### config.mk
export PLATFORM = sky130hd
export DESIGN_NAME = mem_access_unit
export DESIGN_NICKNAME = d
export VERILOG_FILES = /design/src/rtl/mem_access_unit.sv
export SDC_FILE = /design/constraint.sdc
export NUM_CORES = 1
export LEC_CHECK = 0
export ABC_AREA = 1
export BUFFER_PORTS_ARGS = -buffer_cell sky130_fd_sc_hd__buf_4
export CAP_MARGIN = 20
export CORE_ASPECT_RATIO = 0.8
export CORE_MARGIN = 2
export CORE_UTILIZATION = 51
export CTS_BUF_LIST = sky130_fd_sc_hd__clkbuf_2 sky130_fd_sc_hd__clkbuf_4 sky130_fd_sc_hd__clkbuf_8
export DETAILED_ROUTE_END_ITERATION = 8
export PLACE_DENSITY = 0.79
export SYNTH_ARGS = -nofsm -noshare
export SYNTH_HDL_FRONTEND = slang
export SYNTH_SLANG_ARGS = --single-unit
### constraint.sdc
create_clock -name clk -period 4.2 [get_ports clk]
set_input_delay 0.42 -clock clk [delete_from_list [all_inputs] [get_ports clk]]
set_output_delay 0.42 -clock clk [all_outputs]
set_load 0.01 [all_outputs]
### src/rtl/mem_access_unit.sv
// MEM-stage load/store unit: drives a req/gnt/rvalid data bus and stalls the pipeline until the access completes.
// Optional MISALIGN_TRAP_EN: misaligned accesses complete at once with misalign=1 and never reach the bus.
module mem_access_unit (
  input  logic        clk,
  input  logic        reset,
  input  logic        in_valid,
  input  logic        in_memRead,
  input  logic        in_memWrite,
  input  logic [2:0]  in_funct3,
  input  logic [31:0] in_addr,
  input  logic [31:0] in_wdata,
  input  logic        flush,
  output logic        dmem_req,
  output logic        dmem_we,
  output logic [31:0] dmem_addr,
  output logic [3:0]  dmem_wstrb,
  output logic [31:0] dmem_wdata,
  input  logic        dmem_gnt,
  input  logic        dmem_rvalid,
  input  logic [31:0] dmem_rdata,
  output logic        out_valid,
  output logic [31:0] out_rdata,
  output logic        stall,
  output logic        misalign
);

  typedef enum logic [2:0] {S_IDLE, S_REQ, S_WAIT, S_DONE, S_DRAIN} state_t;

  state_t      state_q, state_d;
  logic [31:0] addr_q, addr_d;
  logic [31:0] wdata_q, wdata_d;
  logic [31:0] rdata_q, rdata_d;
  logic [2:0]  funct3_q, funct3_d;
  logic        we_q, we_d;

  logic        memop;
  logic        in_mis;
  logic [7:0]  rbyte [4];
  logic [7:0]  ld_byte;
  logic [15:0] ld_half;
  logic [31:0] ld_data;
  logic [3:0]  st_strb;
  logic [31:0] st_data;

  assign memop = in_valid & (in_memRead | in_memWrite) & ~flush;

`ifdef MISALIGN_TRAP_EN
  logic mis_q, mis_d;

  always_comb begin
    case (in_funct3[1:0])
      2'b00:   in_mis = 1'b0;
      2'b01:   in_mis = in_addr[0];
      default: in_mis = |in_addr[1:0];
    endcase
  end

  always_comb begin
    mis_d = mis_q;
    if (state_q == S_IDLE && memop) mis_d = in_mis;
  end

  always_ff @(posedge clk or posedge reset) begin
    if (reset) mis_q <= 1'b0;
    else       mis_q <= mis_d;
  end

  assign misalign = out_valid & mis_q;
`else
  assign in_mis   = 1'b0;
  assign misalign = 1'b0;
`endif

  for (genvar gi = 0; gi < 4; gi++) begin : g_lane
    assign rbyte[gi] = dmem_rdata[8*gi +: 8];
  end

  // Load extraction; funct3[2] selects zero- instead of sign-extension.
  always_comb begin
    ld_byte = rbyte[addr_q[1:0]];
    ld_half = addr_q[1] ? dmem_rdata[31:16] : dmem_rdata[15:0];
    case (funct3_q[1:0])
      2'b00:   ld_data = {{24{~funct3_q[2] & ld_byte[7]}}, ld_byte};
      2'b01:   ld_data = {{16{~funct3_q[2] & ld_half[15]}}, ld_half};
      default: ld_data = dmem_rdata;
    endcase
  end

  always_comb begin
    case (funct3_q[1:0])
      2'b00: begin
        st_strb = 4'b0001 << addr_q[1:0];
        st_data = {4{wdata_q[7:0]}};
      end
      2'b01: begin
        st_strb = addr_q[1] ? 4'b1100 : 4'b0011;
        st_data = {2{wdata_q[15:0]}};
      end
      default: begin
        st_strb = 4'b1111;
        st_data = wdata_q;
      end
    endcase
  end

  always_comb begin
    state_d  = state_q;
    addr_d   = addr_q;
    wdata_d  = wdata_q;
    funct3_d = funct3_q;
    we_d     = we_q;
    rdata_d  = rdata_q;
    case (state_q)
      S_IDLE: begin
        if (memop) begin
          addr_d   = in_addr;
          wdata_d  = in_wdata;
          funct3_d = in_funct3;
          we_d     = in_memWrite;
          if (in_mis) begin
            state_d = S_DONE;
            rdata_d = '0;
          end else begin
            state_d = S_REQ;
          end
        end
      end
      S_REQ: begin
        // A read that was already granted must have its response drained.
        if (dmem_gnt) begin
          if (flush) state_d = we_q ? S_IDLE : S_DRAIN;
          else       state_d = we_q ? S_DONE : S_WAIT;
        end else if (flush) begin
          state_d = S_IDLE;
        end
      end
      S_WAIT: begin
        if (dmem_rvalid) begin
          if (flush) begin
            state_d = S_IDLE;
          end else begin
            rdata_d = ld_data;
            state_d = S_DONE;
          end
        end else if (flush) begin
          state_d = S_DRAIN;
        end
      end
      S_DONE:  state_d = S_IDLE;
      S_DRAIN: if (dmem_rvalid) state_d = S_IDLE;
      default: state_d = S_IDLE;
    endcase
  end

  always_ff @(posedge clk or posedge reset) begin
    if (reset) begin
      state_q  <= S_IDLE;
      addr_q   <= '0;
      wdata_q  <= '0;
      funct3_q <= '0;
      we_q     <= 1'b0;
      rdata_q  <= '0;
    end else begin
      state_q  <= state_d;
      addr_q   <= addr_d;
      wdata_q  <= wdata_d;
      funct3_q <= funct3_d;
      we_q     <= we_d;
      rdata_q  <= rdata_d;
    end
  end

  assign dmem_req   = (state_q == S_REQ);
  assign dmem_we    = dmem_req & we_q;
  assign dmem_addr  = {addr_q[31:2], 2'b00};
  assign dmem_wstrb = dmem_we ? st_strb : 4'b0000;
  assign dmem_wdata = st_data;
  assign out_valid  = (state_q == S_DONE) & ~flush;
  assign out_rdata  = rdata_q;

  // Stall is gated by reset so an in-flight instruction cannot hold the pipe during reset.
  always_comb begin
    case (state_q)
      S_IDLE:                  stall = memop;
      S_REQ, S_WAIT, S_DRAIN:  stall = 1'b1;
      default:                 stall = 1'b0;
    endcase
    stall = stall & ~reset;
  end

endmodule

# Word level (Yosys, flattened, before mapping)
# Index checks and enable logic that the tools add are counted.
# word_totals
ff_bits	103
out_inout_bits	105
# classes
magnitude_cmp	1
eq_ne	9
n_shift	1
mux	21
bitwise	12
reduce_logical	6
# ops
cell	count
$pmux W32 S2	2
$mux W3	8
$bmux W8 S2	1
$mux W16	1
$mux W8	2
$pmux W3 S4	1
$mux W4	2
$pmux W4 S2	1
$and A1 B1 Y1	7
$eq A3 B2 Y1 const B	2
$ne A2 B2 Y1 const B	2
$reduce_and A4 Y1	1
$shl A1 B2 Y4 const A	1
$eq A3 B1 Y1 const B	1
$eq A3 B3 Y1 const B	1
$ge A3 B3 Y1 const B	1
$logic_not A3 Y1	1
$ne A3 B2 Y1 const B	1
$ne A3 B3 Y1 const B	1
$not A1 Y1	3
$not A2 Y3	1
$reduce_and A3 Y1	1
$reduce_or A3 Y1	1
$eq A2 B1 Y1 const B	1
other kinds (6)	6

# Depth between registers and ports, before layout
# depth
depth_word	6
mapped_depth	11
mapped_depth_nobuf	9

# Worst setup path before layout
# OpenSTA, ideal clock, no wires.
# synth_timing
path_kind	input -> output
from	input port reset
to	output port stall
arrival_time_ns	3.186
slack_ns	0.594
stages	3
path_cell_list	inv_1 o21ai_0 a21oi_1
# synth_between
elab_chain_cells	2
# synth_rtl
element	line_no	source
start, declared	5	input logic reset,
$not A1 Y1	188	stall = stall & ~reset;
$and A1 B1 Y1	188	
end, declared	23	output logic stall,
# No other way between the ends.

# Final worst setup path
# layout_timing
from	register funct3_q[0]
to	output port dmem_wstrb[0]
# layout_between
elab_chain_cells	3
# layout_rtl
element	line_no	source
start, declared	33	logic [2:0] funct3_q, funct3_d;
start signal, assigned	167	funct3_q <= funct3_d;
$eq A2 B1 Y1 / $logic_not A2 Y1 (equally long branches)	90	case (funct3_q[1:0])
$pmux W4 S2 (*)	90	
$mux W4 (*)	176	assign dmem_wstrb = dmem_we ? st_strb : 4'b0000;
end, declared	16	output logic [3:0] dmem_wstrb,
# Every way passes the cells marked *; elsewhere a longest branch is shown, timed or not.

==> summary.txt <==
Floorplanning
  • Initial core utilization: 53.2%
  • Die ar.: 11,700 um2
  • Die height: 97.0 um
  • Die width: 120 um
  • Row count: 33
  • I/O Pins: 212
  • Core ar.: 10,400 um2

Run status
  • Outcome: finished, final reports clean

Worst setup path
  • Required @ worst endpoint: 3.78 ns
  • R2R Setup Slk: 1.90 ns
  • CP max stage delay: 0.53 ns
  • CP bufs+invs: 3
  • Sequence of cells on the critical path: nor2_4 -> inv_2 -> nand2_1 -> o21ai_1 -> inv_1 -> nor2_1 -> buf_4
  • Startpoint types: flip-flop
  • CP arrival: 2.24 ns
  • Worst Setup End Kind: output pin
  • RR Startpoint: funct3_q[0]$_DFFE_PP0P_
  • R2r worst-path depth: 5
  • Worst-path fanout max: 27
  • Setup Crit Path Kind: reg -> out
  • CP delay by family, top: simple AND/OR/NAND/NOR gates
  • Worst reg2reg path endpoint: out_rdata[27]$_DFFE_PP0P_
  • CP max stage cell: nor2_4

Clocking
  • CTS tree: built
  • H-tree Lvls: 3
  • CTS buffer count: 9
  • Hold-fix buffers, CTS: 0
  • Worst-skew pair later-pin latency: 0.38 ns
  • Post-CTS Setup Repair Bufs: 0
  • CTS clk-pin slew, worst paths: 0.10 ns
  • Clk buf depth: 2
  • Post_cts resized: 0
  • CTS sink count: 103
  • Root Buffer: clkbuf_8

Timing
  • Max Freq: 376 MHz
  • RSZ-0062 raised after global routing: no
  • Final slew viol count: 0
  • Post-Route Skew: 0.0115 ns
  • Final Hold Vio Count: 0
  • Post-route setup TNS: 0 ns
  • Worst Tran Pin Value: 0.883 ns
  • Final period util: 63.4%
  • Final WS setup: 1.54 ns
  • Final Critical Period: 2.66 ns
  • Setup violations, final: 0
  • Worst rel slew slack: 41.0%

Global route
  • Initial antenna violation count: 0
  • Number of global-route vias before repair: 4,786
  • Tot GR Track Use: 26.4%
  • Largest net degree at the start of global routing: 73
  • First-pass GRT wire length: 24,500 um
  • Total grt overflow: 0

Placement
  • Dpl hpwl: 11,200 um
  • Place WS: 1.93 ns
  • Routability Congestion: 0.915
  • I/O Buffers: 208

Routing
  • DR vias: 5,044
  • Routed len/inst: 14.9 um
  • Antenna Violating Nets Remaining: 0
  • Vias per cell: 4.94
  • DRC violations left: 0
  • Initial DRC count: 348
  • Routed WL: 15,300 um
  • TritonRoute pass-1 iters: 5

Logic synthesis
  • Post-synth top area share: 46.8%
  • Distinct cells, synth: 26
  • Post-synth top area cell: dfrtp_1
  • Sequential area share after synthesis: 46.8%
  • Syn. warnings: 0
  • Post-Syn Instances: 727
  • #FFs+latches synth: 103
  • Syn_area_per_cell: 7.58 um2
  • Synth Cell Area: 5510 um2
  • Synth area leaders: dfrtp_1 (47%), nand2_1 (12%), inv_1 (7.8%)

Finish
  • Most common cell after layout, fill and taps aside: buf_4
  • Most frequent cells in the layout: buf_4 (211), nand2_1 (181), inv_1 (114)
  • Layout area overhead: 27.1%
  • NumNets Final: 984
  • Fillcell total: 909
  • Final core utilization: 67.6%
  • Layout cells sized above 1: 30.3%
  • Antenna fix cells: 0

Hold path
  • Hold Path Class: in -> async

Power
  • P_leak: 4.01 nW
  • Max IR drop VDD: 0.000347 V
  • Pwr Density: 705 nW/um2

Job
  • Max cap viols: 0
[sequential cells by signal, summed over array words and instances (netlist names)]
signal / cells
out_rdata: 32
funct3_q: 3
wdata_q: 32
addr_q: 32
state_q: 3
we_q: 1
[cell families after synthesis]
group,count (synthesis),synth area share [%]
AND/OR/NAND/NOR,299,23.9
AO/OA/AOI/OAI,129,12.2
flip-flops,103,46.8
other,1,0.0681
buffers and inverters,195,17.1
[area by class of cell]
cell class	instances	area, um2	area share, %
Sequential cell	103	2580	36.8
Multi-Input combinational cell	431	2000	28.6
Timing Repair Buffer	211	1580	22.6
Inverter	121	457	6.52
Tap cell	140	175	2.50
Clock buffer	11	145	2.07
Clock inverter	5	62.6	0.893
[worst reg2reg max path, stage by stage, from the launching register on]
cell	delay (ns)
dfrtp_1	0.48
nor2_4	0.53
nand3_1	0.78
nand3_1	0.32
nand2_1	0.09
inv_1	0.06
[report_power, final]
part / leakage [nW] / switching, mW / total, mW / internal, mW
registers: 1.24 / 0.297 / 1.75 / 1.45
clock network: 0.100 / 0.352 / 0.655 / 0.303
logic: 2.67 / 1.37 / 2.53 / 1.17
total: 4.01 / 2.02 / 4.94 / 2.92
[per-layer routing]
| layer | GRT usage [%] | vias up | wire length, um |
|---|---|---|---|
| met5 | 0 | - | 0 |
| met4 | 7.25 | 0 | 272 |
| met3 | 4.66 | 23 | 896 |
| met2 | 41.1 | 174 | 7030 |
| met1 | 38.1 | 2340 | 7060 |
| li1 | - | 2507 | - |
[cells in the mapped netlist]
master,number
buf_6,4
conb_1,1
nand4_1,2
inv_2,4
or2_1,1
o21ai_0,55
nand3_4,2
o21ai_1,13
clkbuf_1,17
nor2_4,3
buf_1,1
buf_4,45
or2_2,29
a31oi_1,2
dfrtp_1,103
o311ai_0,1
nand3_1,48
nor2_2,1
nor4_1,1
nand2_1,181
o211ai_1,8
nor2_1,31
a21oi_1,50
buf_2,7
inv_1,115
clkinv_1,2
[through the flow]
step / power, mW / cells / area, um2 / hold WS, ns
4_1_cts: 4.97 / 1022 / 7000 / 0.157
2_1_floorplan: 3.30 / 729 / 5520 / 0.453
6_report: 4.94 / 1022 / 7000 / 0.149
5_1_grt: 5.31 / 1022 / 7000 / 0.186
3_3_place_gp: 4.23 / 1006 / 6790 / 0.465
3_5_place_dp: 4.29 / 1006 / 6790 / 0.474
[worst max path at each step]
stage,from,endpoint,cells after the start
after floorplan,reset,stall,3
after global placement,funct3_q[0]$_DFFE_PP0P_,out_rdata[31]$_DFFE_PP0P_,5
after detailed placement,funct3_q[0]$_DFFE_PP0P_,out_rdata[27]$_DFFE_PP0P_,5
after CTS,funct3_q[0]$_DFFE_PP0P_,dmem_wstrb[0],7
after global routing,funct3_q[0]$_DFFE_PP0P_,dmem_wstrb[0],7
final,funct3_q[0]$_DFFE_PP0P_,dmem_wstrb[0],7
No activity file was read; power rests on OpenSTA's default activity.
